==> config.mk <==
export PLATFORM = sky130hd
export DESIGN_NAME = dmem_arbiter
export DESIGN_NICKNAME = d
export VERILOG_FILES = /design/src/rtl/dmem_arbiter.sv
export SDC_FILE = /design/constraint.sdc
export NUM_CORES = 1
export LEC_CHECK = 0
export BUFFER_PORTS_ARGS = -buffer_cell sky130_fd_sc_hd__clkbuf_2
export CAP_MARGIN = 30
export CELL_PAD_IN_SITES_DETAIL_PLACEMENT = 1
export CELL_PAD_IN_SITES_GLOBAL_PLACEMENT = 2
export CORE_ASPECT_RATIO = 1.75
export CORE_MARGIN = 3
export CORE_UTILIZATION = 28
export DETAILED_ROUTE_END_ITERATION = 16
export PLACE_DENSITY_LB_ADDON = 0.12
export SKIP_LAST_GASP = 1
export SLEW_MARGIN = 10
export SYNTH_ARGS = -nofsm -noshare
export SYNTH_HDL_FRONTEND = slang
export SYNTH_SLANG_ARGS = --single-unit
==> constraint.sdc <==
create_clock -name clk_i -period 2.63 [get_ports clk_i]
set_clock_uncertainty 0.05 [all_clocks]
set_input_delay 0.1315 -clock clk_i [delete_from_list [all_inputs] [get_ports clk_i]]
set_output_delay 0.1315 -clock clk_i [all_outputs]
set_load 0.05 [all_outputs]
==> src/rtl/dmem_arbiter.sv <==
// Two-port round-robin arbiter in front of the data memory: port 0 is the core
// load/store path, port 1 the debug/DMA loader. One transaction in flight at a time.
module dmem_arbiter #(
    parameter int ADDR_W   = 8,
    parameter int DATA_W   = 64,
    parameter int READ_LAT = 1
) (
    input  logic              clk_i,
    input  logic              rst_ni,
    input  logic              p0_req_valid_i,
    output logic              p0_req_ready_o,
    input  logic              p0_we_i,
    input  logic [ADDR_W-1:0] p0_addr_i,
    input  logic [DATA_W-1:0] p0_wdata_i,
    output logic              p0_rsp_valid_o,
    output logic [DATA_W-1:0] p0_rdata_o,
    input  logic              p1_req_valid_i,
    output logic              p1_req_ready_o,
    input  logic              p1_we_i,
    input  logic [ADDR_W-1:0] p1_addr_i,
    input  logic [DATA_W-1:0] p1_wdata_i,
    output logic              p1_rsp_valid_o,
    output logic [DATA_W-1:0] p1_rdata_o,
    output logic [ADDR_W-1:0] mem_addr_o,
    output logic [DATA_W-1:0] mem_wdata_o,
    output logic              mem_we_o,
    output logic              mem_re_o,
    input  logic [DATA_W-1:0] mem_rdata_i,
    output logic              busy_o,
    output logic [1:0]        state_o
);

    // Handshake: a request transfers on a cycle where valid and ready are both
    // high; ready is only raised in IDLE, for the single port being granted.
    typedef enum logic [1:0] {S_IDLE, S_ISSUE, S_WAIT, S_RESP} state_t;

    state_t            state, state_next;
    logic              last_grant;
    logic              cmd_port;
    logic              cmd_we;
    logic [ADDR_W-1:0] cmd_addr;
    logic [DATA_W-1:0] cmd_wdata;
    logic [2:0]        lat_cnt;
    logic [DATA_W-1:0] rdata0, rdata1;

    logic              hs;
    logic              sel;
    logic              req_we;
    logic [ADDR_W-1:0] req_addr;
    logic [DATA_W-1:0] req_wdata;

    always_comb begin
        // On a tie the port that did not win last time is granted.
        p0_req_ready_o = (state == S_IDLE) && p0_req_valid_i && (!p1_req_valid_i || last_grant);
        p1_req_ready_o = (state == S_IDLE) && p1_req_valid_i && (!p0_req_valid_i || !last_grant);
        hs        = p0_req_ready_o || p1_req_ready_o;
        sel       = p1_req_ready_o;
        req_we    = sel ? p1_we_i    : p0_we_i;
        req_addr  = sel ? p1_addr_i  : p0_addr_i;
        req_wdata = sel ? p1_wdata_i : p0_wdata_i;
    end

    always_comb begin
        state_next = state;
        case (state)
            S_IDLE:  if (hs) state_next = S_ISSUE;
            S_ISSUE: state_next = cmd_we ? S_RESP : S_WAIT;
            S_WAIT:  if (lat_cnt == 3'd0) state_next = S_RESP;
            S_RESP:  state_next = S_IDLE;
            default: state_next = S_IDLE;
        endcase
    end

    always_ff @(posedge clk_i or negedge rst_ni) begin
        if (!rst_ni) begin
            state          <= S_IDLE;
            last_grant     <= 1'b1;
            cmd_port       <= 1'b0;
            cmd_we         <= 1'b0;
            cmd_addr       <= '0;
            cmd_wdata      <= '0;
            lat_cnt        <= 3'd0;
            rdata0         <= '0;
            rdata1         <= '0;
            mem_we_o       <= 1'b0;
            mem_re_o       <= 1'b0;
            p0_rsp_valid_o <= 1'b0;
            p1_rsp_valid_o <= 1'b0;
        end else begin
            state          <= state_next;
            // Strobes are launched from the handshake so they are high exactly in ISSUE.
            mem_we_o       <= hs && req_we;
            mem_re_o       <= hs && !req_we;
            p0_rsp_valid_o <= (state_next == S_RESP) && !cmd_port;
            p1_rsp_valid_o <= (state_next == S_RESP) && cmd_port;
            if (hs) begin
                cmd_port   <= sel;
                cmd_we     <= req_we;
                cmd_addr   <= req_addr;
                cmd_wdata  <= req_wdata;
                last_grant <= sel;
            end
            if (state == S_ISSUE) begin
                lat_cnt <= 3'(READ_LAT - 1);
            end else if (state == S_WAIT && lat_cnt != 3'd0) begin
                lat_cnt <= lat_cnt - 3'd1;
            end
            if (state == S_WAIT && lat_cnt == 3'd0) begin
                if (cmd_port) rdata1 <= mem_rdata_i;
                else          rdata0 <= mem_rdata_i;
            end
        end
    end

    assign mem_addr_o  = cmd_addr;
    assign mem_wdata_o = cmd_wdata;
    assign p0_rdata_o  = rdata0;
    assign p1_rdata_o  = rdata1;
    assign busy_o      = (state != S_IDLE);
    assign state_o     = state;

endmodule

After elaboration in Yosys (flattened, before gate mapping)
Cells that the tools add are included.

Bits in read-only memories: 0. Memories kept: 0. Bits in latches: 0. Input bits: 214. Bits in registers: 212. Word-level logic and storage cells: 53. Memory bits (writable): 0. Output and inout port bits: 209.

Multipliers: 0. Equality and inequality tests: 4. Add/sub/neg operators: 1. Magnitude comparators: 0. Shifts and indexed selects: 0. Reductions and logical operators: 25. Multiplexer cells: 9. Divide/modulo/power cells: 0. Bitwise operators: 1.

Operators by type and width (number): 64-bit 2-to-1 mux (1); 1-bit logical AND (10); 8-bit 2-to-1 mux (1); 2-bit one-hot mux with 4 select lines (1); 2-bit equality test, second input constant (3); 3-bit 2-to-1 mux (2); 1-bit zero test (5); 2-bit 2-to-1 mux (2); 2-bit AND reduction (2); 2-bit nonzero test (2); 3-bit zero test (1); 1-bit logical OR (3); 3-bit nonzero test (1); 3-bit by 1-bit subtractor with 3-bit output, second input constant (1); 2-bit by 1-bit equality test with 1-bit output, second input constant (1); 2-bit zero test (1); 1-bit 2-to-1 mux (2); 1-bit inverter (1).

Depth between registers and ports, before layout
Gate-level depths: netlist (run 1).

Depth in word-level cells: 8. Mapped depth: 7. Depth with buffers taken out: 5.

Worst setup path before layout (run 1)
Ideal clock, no wire load.

Kind: register to output. Start point: register state[0] (netlist: state_o[0]). End point: output port p0_req_ready_o. Path buffers: 2. Arrival: 3039 ps. Required time: 2449 ps. Setup slack: -591 ps. Cell stages (with the launch flop): 7. Path through: dfrtp_1 -> inv_1 -> ha_1 -> clkbuf_1 -> clkbuf_1 -> inv_1 -> a211oi_1.

Longest elaborated chain between the ends: 3.

RTL lines: start, declared (RTL line 37) `state_t state, state_next;`; start signal, assigned (RTL line 90) `state <= state_next;`; 2-bit zero test (RTL line 54) `p0_req_ready_o = (state == S_IDLE) && p0_req_valid_i && (!p1_req_valid_i || last_grant);`; 1-bit logical AND (2 in a row) (RTL line 54); end, declared (RTL line 11) `output logic p0_req_ready_o,`.

Every way passes these cells.

Final worst setup path (run 1)
Start point: register last_grant. End point: register cmd_wdata[15] (netlist: mem_wdata_o[15]).

Longest elaborated chain between the ends: 4. Elaborated cells on any way between the ends: 7. Classes of those cells: mux: 1; reduce/logical: 6.

RTL lines: start, declared (RTL line 38) `logic last_grant;`; start signal, assigned (RTL line 101) `last_grant <= sel;`; 1-bit zero test (RTL line 55) `p1_req_ready_o = (state == S_IDLE) && p1_req_valid_i && (!p0_req_valid_i || !last_grant);`; 1-bit logical OR (RTL line 55); 1-bit logical AND (RTL line 55); 64-bit 2-to-1 mux / 1-bit logical OR (equally long branches) (RTL line 60, 56); end signal, assigned (RTL line 100) `cmd_wdata <= req_wdata;`; end, declared (RTL line 42) `logic [DATA_W-1:0] cmd_wdata;`.

Several ways; a longest one is shown, not always the timed one. A chain may end at the register's enable or synchronous reset.

==> metrics.md, run 1 <==
| Metric | Value |
|---|---|
| Post-synth EDFFs | `0` |
| Fin. max-slew vios | `0` |
| Number of global-route vias before repair | `9,516` |
| Seq pwr share | `0.259` |
| H-tree depth | `1` |
| Leak | `6.54 nW` |
| 1st-iter DRT viols | `236` |
| #FFs+latches synth | `212` |
| Final Hold Vio Count | `0` |
| DRC | `0` |
| Final design utilization | `0.458` |
| Fmax | `0.411 GHz` |
| PD cells | `1530 nW/um^2` |
| Number of distinct library cells after synthesis | `31` |
| Prevailing post-synth register cell | `dfrtp_1` |
| Final Cycle Share | `0.925` |
| Hold WS | `0.0600 ns` |
| Ys async rst share | `1.00` |
| Clk network pwr share | `0.141` |
| Syn Area/Cell | `12.1 um^2` |
| Die Wd | `142 um` |
| I/O pins | `423` |
| Crit path DAT | `2.82 ns` |
| WL per Instance | `20.1 um` |
| Min-Delay Path Class | `in2reg` |
| Global-route wire length before repair | `53,800 um` |
| Overall power | `22.3 mW` |
| Ys Warns | `0` |
| Clock tree buffer depth | `3` |
| TritonRoute pass-1 iters | `4` |
| Max-cap viol count | `0` |
| Area growth from synthesis to layout | `59.9%` |
| Via Count | `8,684` |
| Comb pwr share | `0.599` |
| Initial antenna violation count | `1` |
| Row count | `86` |
| IO Port Bufs | `422` |
| Internal Power | `10.9 mW` |
| Core footprint | `31,900 um^2` |
| Multi-input logic area | `3470 um^2` |
| Reg-to-reg slack, setup | `0.20 ns` |
| Total negative slack | `0 ns` |
| Starting density of the core | `0.286` |
| Clk root buf | `clkbuf_16` |
| Slew headroom | `0.430` |
| Worst-Skew Late Latency | `0.51 ns` |
| Sw power | `11.4 mW` |
| Total congestion overflow | `0` |
| DIE AREA | `34,900 um^2` |
| DPL Wire Length | `23,900 um` |
| Largest net degree at the start of global routing | `85` |
| CP Max Fanout | `34` |
| Layout cells sized above 1 | `0.447` |
| Dominant cells by area after synthesis | `dfrtp_1 (58%), mux2_2 (15%), o2111ai_1 (7.0%)` |
| Period minus WS final | `2.43 ns` |
| GPL Wtd Cong | `0.761` |
| Status | `completed` |
| Hold Path Depth | `3` |
| Sw Share | `0.512` |
| Total GRT Usage | `0.194` |
| Post-Syn Instances | `754` |
| Drt total wl | `35,600 um` |
| R2R depth | `5` |
| # setup viols final | `0` |
| Post-synth top area cell | `dfrtp_1` |
| RSZ-0062 raised after global routing | `false` |
| CP startpoint kind | `flip-flop` |
| Die Y | `245 um` |
| Post-Syn Nets | `974` |
| Post-synthesis sequential area ratio | `0.582` |
| Vias/cell | `4.90` |
| Top cells by count, synth | `dfrtp_1 (211), mux2_2 (124), nor2_1 (76), o21ai_0 (76)` |
| Clock sinks | `212` |
| Final ANT Viol Nets | `0` |
| Postcts setup bufs | `0` |
| Slew @ Worst Pin | `0.854 ns` |
| Max VDD drop | `638 uV` |
| Cell with the most instances after synthesis | `dfrtp_1` |
| Fill cells | `3,560` |
| Top cell type's share of synthesized area | `0.579` |
| CTS tree | `built` |
| Required time worst endpoint | `3.02 ns` |
| Kind of critical path | `reg2reg` |
| Clock slew at reported path FFs | `0.07 ns` |
| Register area | `5310 um^2` |
| CTS Buf Count | `22` |
| Post-synth design cell area | `9120 um^2` |
| CP Capture Type | `flip-flop` |
| Final net count | `1,581` |
-- logic make-up (layout without fill, tap and decap cells) --
group / after synthesis / count (layout) / share of synthesized area
AO/OA/AOI/OAI: 234 / 234 / 0.171
adder cells (fa/ha/maj): 6 / 6 / 0.00823
buffers and inverters: 86 / 706 / 0.0414
flip-flops: 212 / 212 / 0.582
multiplexers: 129 / 129 / 0.159
other: 0 / 1 / 0
AND/OR/NAND/NOR: 87 / 87 / 0.0388
-- flip-flops by register name, summed over array words and instances, names as in the netlist, 2 cells and up --
signal,count
mem_addr_o,8
p1_rdata_o,64
lat_cnt,3
mem_wdata_o,64
state_o,2
p0_rdata_o,64
-- timing repair --
item | 4_1_cts | 5_1_grt
hold buffers | 213 | 0
resized for setup | 0 | 2
endpoints found under the hold margin | 281 | 0
endpoints found under the setup margin | 0 | 3
-- critical path, cell delays in order (launching register included) --
cell and delay, ns:
dfstp_2 0.53, and2_2 0.56, buf_4 0.35, o21ai_0 0.10
a31oi_1 0.19, dlygate4sd3_1 0.56
-- final timing paths --
check                                from               to
setup / recovery               last_grant  mem_wdata_o[15]
hold / removal             p0_req_valid_i         mem_we_o
setup reg to reg               last_grant  mem_wdata_o[15]
hold reg to reg            p0_rdata_o[12]   p0_rdata_o[12]
max in group asynchronous          rst_ni   p0_rdata_o[13]
min in group asynchronous          rst_ni    p1_rdata_o[9]
-- cells in the final DEF (no fill, tap or decap), drive strengths merged, types with 2 or more instances in the layout --
cell | netlist | final
mux2 | 128 | 128
inv | 9 | 9
nor2 | 76 | 76
dfrtp | 211 | 211
buf | 21 | 27
clkinv | 0 | 2
o21ai | 76 | 76
o2111ai | 73 | 73
ha | 6 | 6
nand2 | 3 | 3
dlygate4sd3 | 0 | 213
clkbuf | 56 | 454
a31oi | 73 | 73
and3 | 2 | 2
nand3 | 2 | 2
a21oi | 5 | 5
a211oi | 2 | 2
-- cell type report --
| class | count | share of cell area |
|---|---|---|
| Sequential cell | 212 | 0.364 |
| Timing Repair Buffer | 660 | 0.312 |
| Multi-Input combinational cell | 456 | 0.238 |
| Clock buffer | 34 | 0.0456 |
| Tap cell | 396 | 0.0340 |
| Clock inverter | 3 | 0.00352 |
| Inverter | 9 | 0.00232 |
| Antenna cell | 1 | 0.000172 |
-- per-layer routing --
| metal | wire length (um) | GRT usage | share of wire |
|---|---|---|---|
| met3 | 2260 | 0.0444 | 0.064 |
| met5 | 0 | 0 | 0 |
| met4 | 1190 | 0.0680 | 0.033 |
| met2 | 19200 | 0.364 | 0.54 |
| met1 | 12900 | 0.210 | 0.36 |
-- power groups by stage --
stage	Clock, mW	Combinational [mW]	Sequential (mW)
global placement	0	12.1	5.80
global route	3.42	14.1	5.99
CTS	3.29	13.4	5.79
detailed placement	0	12.2	5.85
finish	3.14	13.3	5.77
floorplan	0	3.34	11.4
-- metrics by stage --
step | setup WS [ns] | instances | area [um^2]
floorplan | 0.0760 | 754 | 9130
global placement | 0.509 | 1520 | 11700
detailed placement | 0.458 | 1520 | 11700
CTS | 0.110 | 1770 | 14600
global route | 0.0154 | 1771 | 14600
finish | 0.198 | 1771 | 14600
No activity file was read; power rests on OpenSTA's default activity.
==> inputs of run 2 (changes only) <==
Settings changed: PLACE_DENSITY_LB_ADDON 0.12 to 0.1.
==> metrics.md, run 2 (same netlist as run 1, synthesis figures left out) <==
| Metric | Value |
|---|---|
| IO Port Bufs | `422 (unchanged)` |
| Final net count | `1,582 (+0.063%)` |
| Row count | `86 (unchanged)` |
| Period minus WS final | `2.49 ns (+0.0569 ns)` |
| I/O pins | `423 (unchanged)` |
| Fin. max-slew vios | `0 (unchanged)` |
| Total GRT Usage | `0.199 (+0.00483)` |
| Min-Delay Path Class | `in2async` |
| Kind of critical path | `reg2reg` |
| 1st-iter DRT viols | `259 (+9.7%)` |
| Total negative slack | `0 ns (unchanged)` |
| Crit path DAT | `2.83 ns (about the same)` |
| Drt total wl | `36,100 um (+1.5%)` |
| Initial antenna violation count | `3 (+2)` |
| Die Wd | `142 um (unchanged)` |
| Total congestion overflow | `0 (unchanged)` |
| CTS Buf Count | `23 (+4.5%)` |
| Final Hold Vio Count | `0 (unchanged)` |
| Clock sinks | `212 (unchanged)` |
| CP Capture Type | `flip-flop` |
| Status | `completed` |
| Overall power | `22.7 mW (+1.9%)` |
| WL per Instance | `20.4 um (+1.4%)` |
| Global-route wire length before repair | `55,200 um (+2.6%)` |
| TritonRoute pass-1 iters | `4 (unchanged)` |
| Largest net degree at the start of global routing | `77 (-9.4%)` |
| Most frequent cells in the layout | `clkbuf_2 (420), dlygate4sd3_1 (212), dfrtp_1 (211), mux2_2 (124), nor2_1 (76)` |
| CTS tree | `built` |
| Die Y | `245 um (unchanged)` |
| Fmax | `0.402 GHz (-2.3%)` |
| Final ANT Viol Nets | `0 (unchanged)` |
| Slew @ Worst Pin | `0.793 ns (-0.0613 ns)` |
| Clk root buf | `clkbuf_16` |
| Required time worst endpoint | `2.97 ns (-0.05 ns)` |
| PD cells | `1540 nW/um^2 (+0.79%)` |
| Slew headroom | `0.471 (+0.0409)` |
| Via Count | `8,764 (+0.92%)` |
| Max-cap viol count | `0 (unchanged)` |
| Final Cycle Share | `0.946 (+0.0216)` |
| Leak | `6.62 nW (+1.1%)` |
| Post-place instance area | `11,800 um^2 (+0.96%)` |
| CP Max Fanout | `30 (-12%)` |
| DPL Wire Length | `24,000 um (+0.59%)` |
| Max VDD drop | `725 uV (+14%)` |
| H-tree depth | `1 (unchanged)` |
| Worst-Skew Late Latency | `0.52 ns (about the same)` |
| Vias/cell | `4.95 (+0.86%)` |
| RSZ-0062 raised after global routing | `false` |
| Core footprint | `31,900 um^2 (unchanged)` |
| Number of global-route vias before repair | `9,820 (+3.2%)` |
| Starting density of the core | `0.286 (unchanged)` |
| GPL Wtd Cong | `0.763 (+0.26%)` |
| Area growth from synthesis to layout | `61.7%` |
| Postcts setup bufs | `0 (unchanged)` |
| Clock slew at reported path FFs | `0.06 ns (about the same)` |
| # setup viols final | `0 (unchanged)` |
| Commonest non-fill, non-tap cell in the layout | `clkbuf_2` |
| DIE AREA | `34,900 um^2 (unchanged)` |
| CP startpoint kind | `flip-flop` |
| Layout cells sized above 1 | `0.451 (+0.00364)` |
| Final Cell Area | `14,700 um^2 (+1.1%)` |
| Clock tree buffer depth | `3 (unchanged)` |
| DRC | `0 (unchanged)` |
## run 2: repair_timing
action,in CTS,in global routing
setup endpoints to repair,0,67
hold buffers,212,0
endpoints found under the hold margin,276,0
resized for setup,0,4
## run 2: area by class of cell
| class | instances | area, um^2 |
|---|---|---|
| Clock inverter | 10 | 138 |
| Clock buffer | 27 | 621 |
| Sequential cell | 212 | 5310 |
| Fill cell | 3541 | 17100 |
| Multi-Input combinational cell | 457 | 3500 |
| Inverter | 9 | 33.8 |
| Antenna cell | 2 | 5.00 |
| Tap cell | 396 | 495 |
| Timing Repair Buffer | 659 | 4650 |
## run 2: report_power, final
| group | internal, mW | total [mW] | switching (mW) |
|---|---|---|---|
| clock | 1.98 | 3.33 | 1.36 |
| combinational | 4.28 | 13.6 | 9.30 |
| sequential | 4.93 | 5.78 | 0.853 |
## run 2: worst max-delay path, stage by stage (launching register included)
cell	delay [ns]
dfrtp_1	0.41
inv_1	0.17
ha_4	0.25
nand2_4	0.18
buf_12	0.22
buf_4	0.16
o21ai_0	0.20
a31oi_1	0.11
dlygate4sd3_1	0.58
## run 2: path summary, 6_finish.rpt
| kind | startpoint | to | slack [ns] | cells past startpoint |
|---|---|---|---|---|
| worst max register to register | state_o[0] | mem_addr_o[0] | 0.14 | 8 |
| worst min register to register | p0_rdata_o[40] | p0_rdata_o[40] | 0.44 | 1 |
| worst max-delay path | state_o[0] | mem_addr_o[0] | 0.14 | 8 |
| min in group clk_i | p0_req_valid_i | cmd_port | 0.24 | 3 |
| worst min-delay path | rst_ni | p1_rdata_o[8] | 0.16 | 2 |
| max in group asynchronous | rst_ni | last_grant | 1.61 | 3 |
## run 2: metrics by stage
stage | worst slack (ns) | std cells | hold slack [ns] | util
final | 0.141 | 1772 | 0.156 | 0.463
after global placement | 0.389 | 1520 | 0.130 | 0.372
after CTS | 0.0316 | 1769 | 0.138 | 0.462
after detailed placement | 0.338 | 1520 | 0.125 | 0.372
after global routing | 0.0313 | 1772 | 0.201 | 0.463
after floorplan | 0.0760 | 754 | -0.214 | -
## run 2: metal layers
| layer | global-route usage | up-vias | part of all wire |
|---|---|---|---|
| li1 | - | 4050 | - |
| met3 | 0.0429 | 71 | 0.061 |
| met1 | 0.211 | 4324 | 0.36 |
| met5 | 0 | - | 0.00036 |
| met2 | 0.375 | 317 | 0.54 |
| met4 | 0.0800 | 2 | 0.041 |
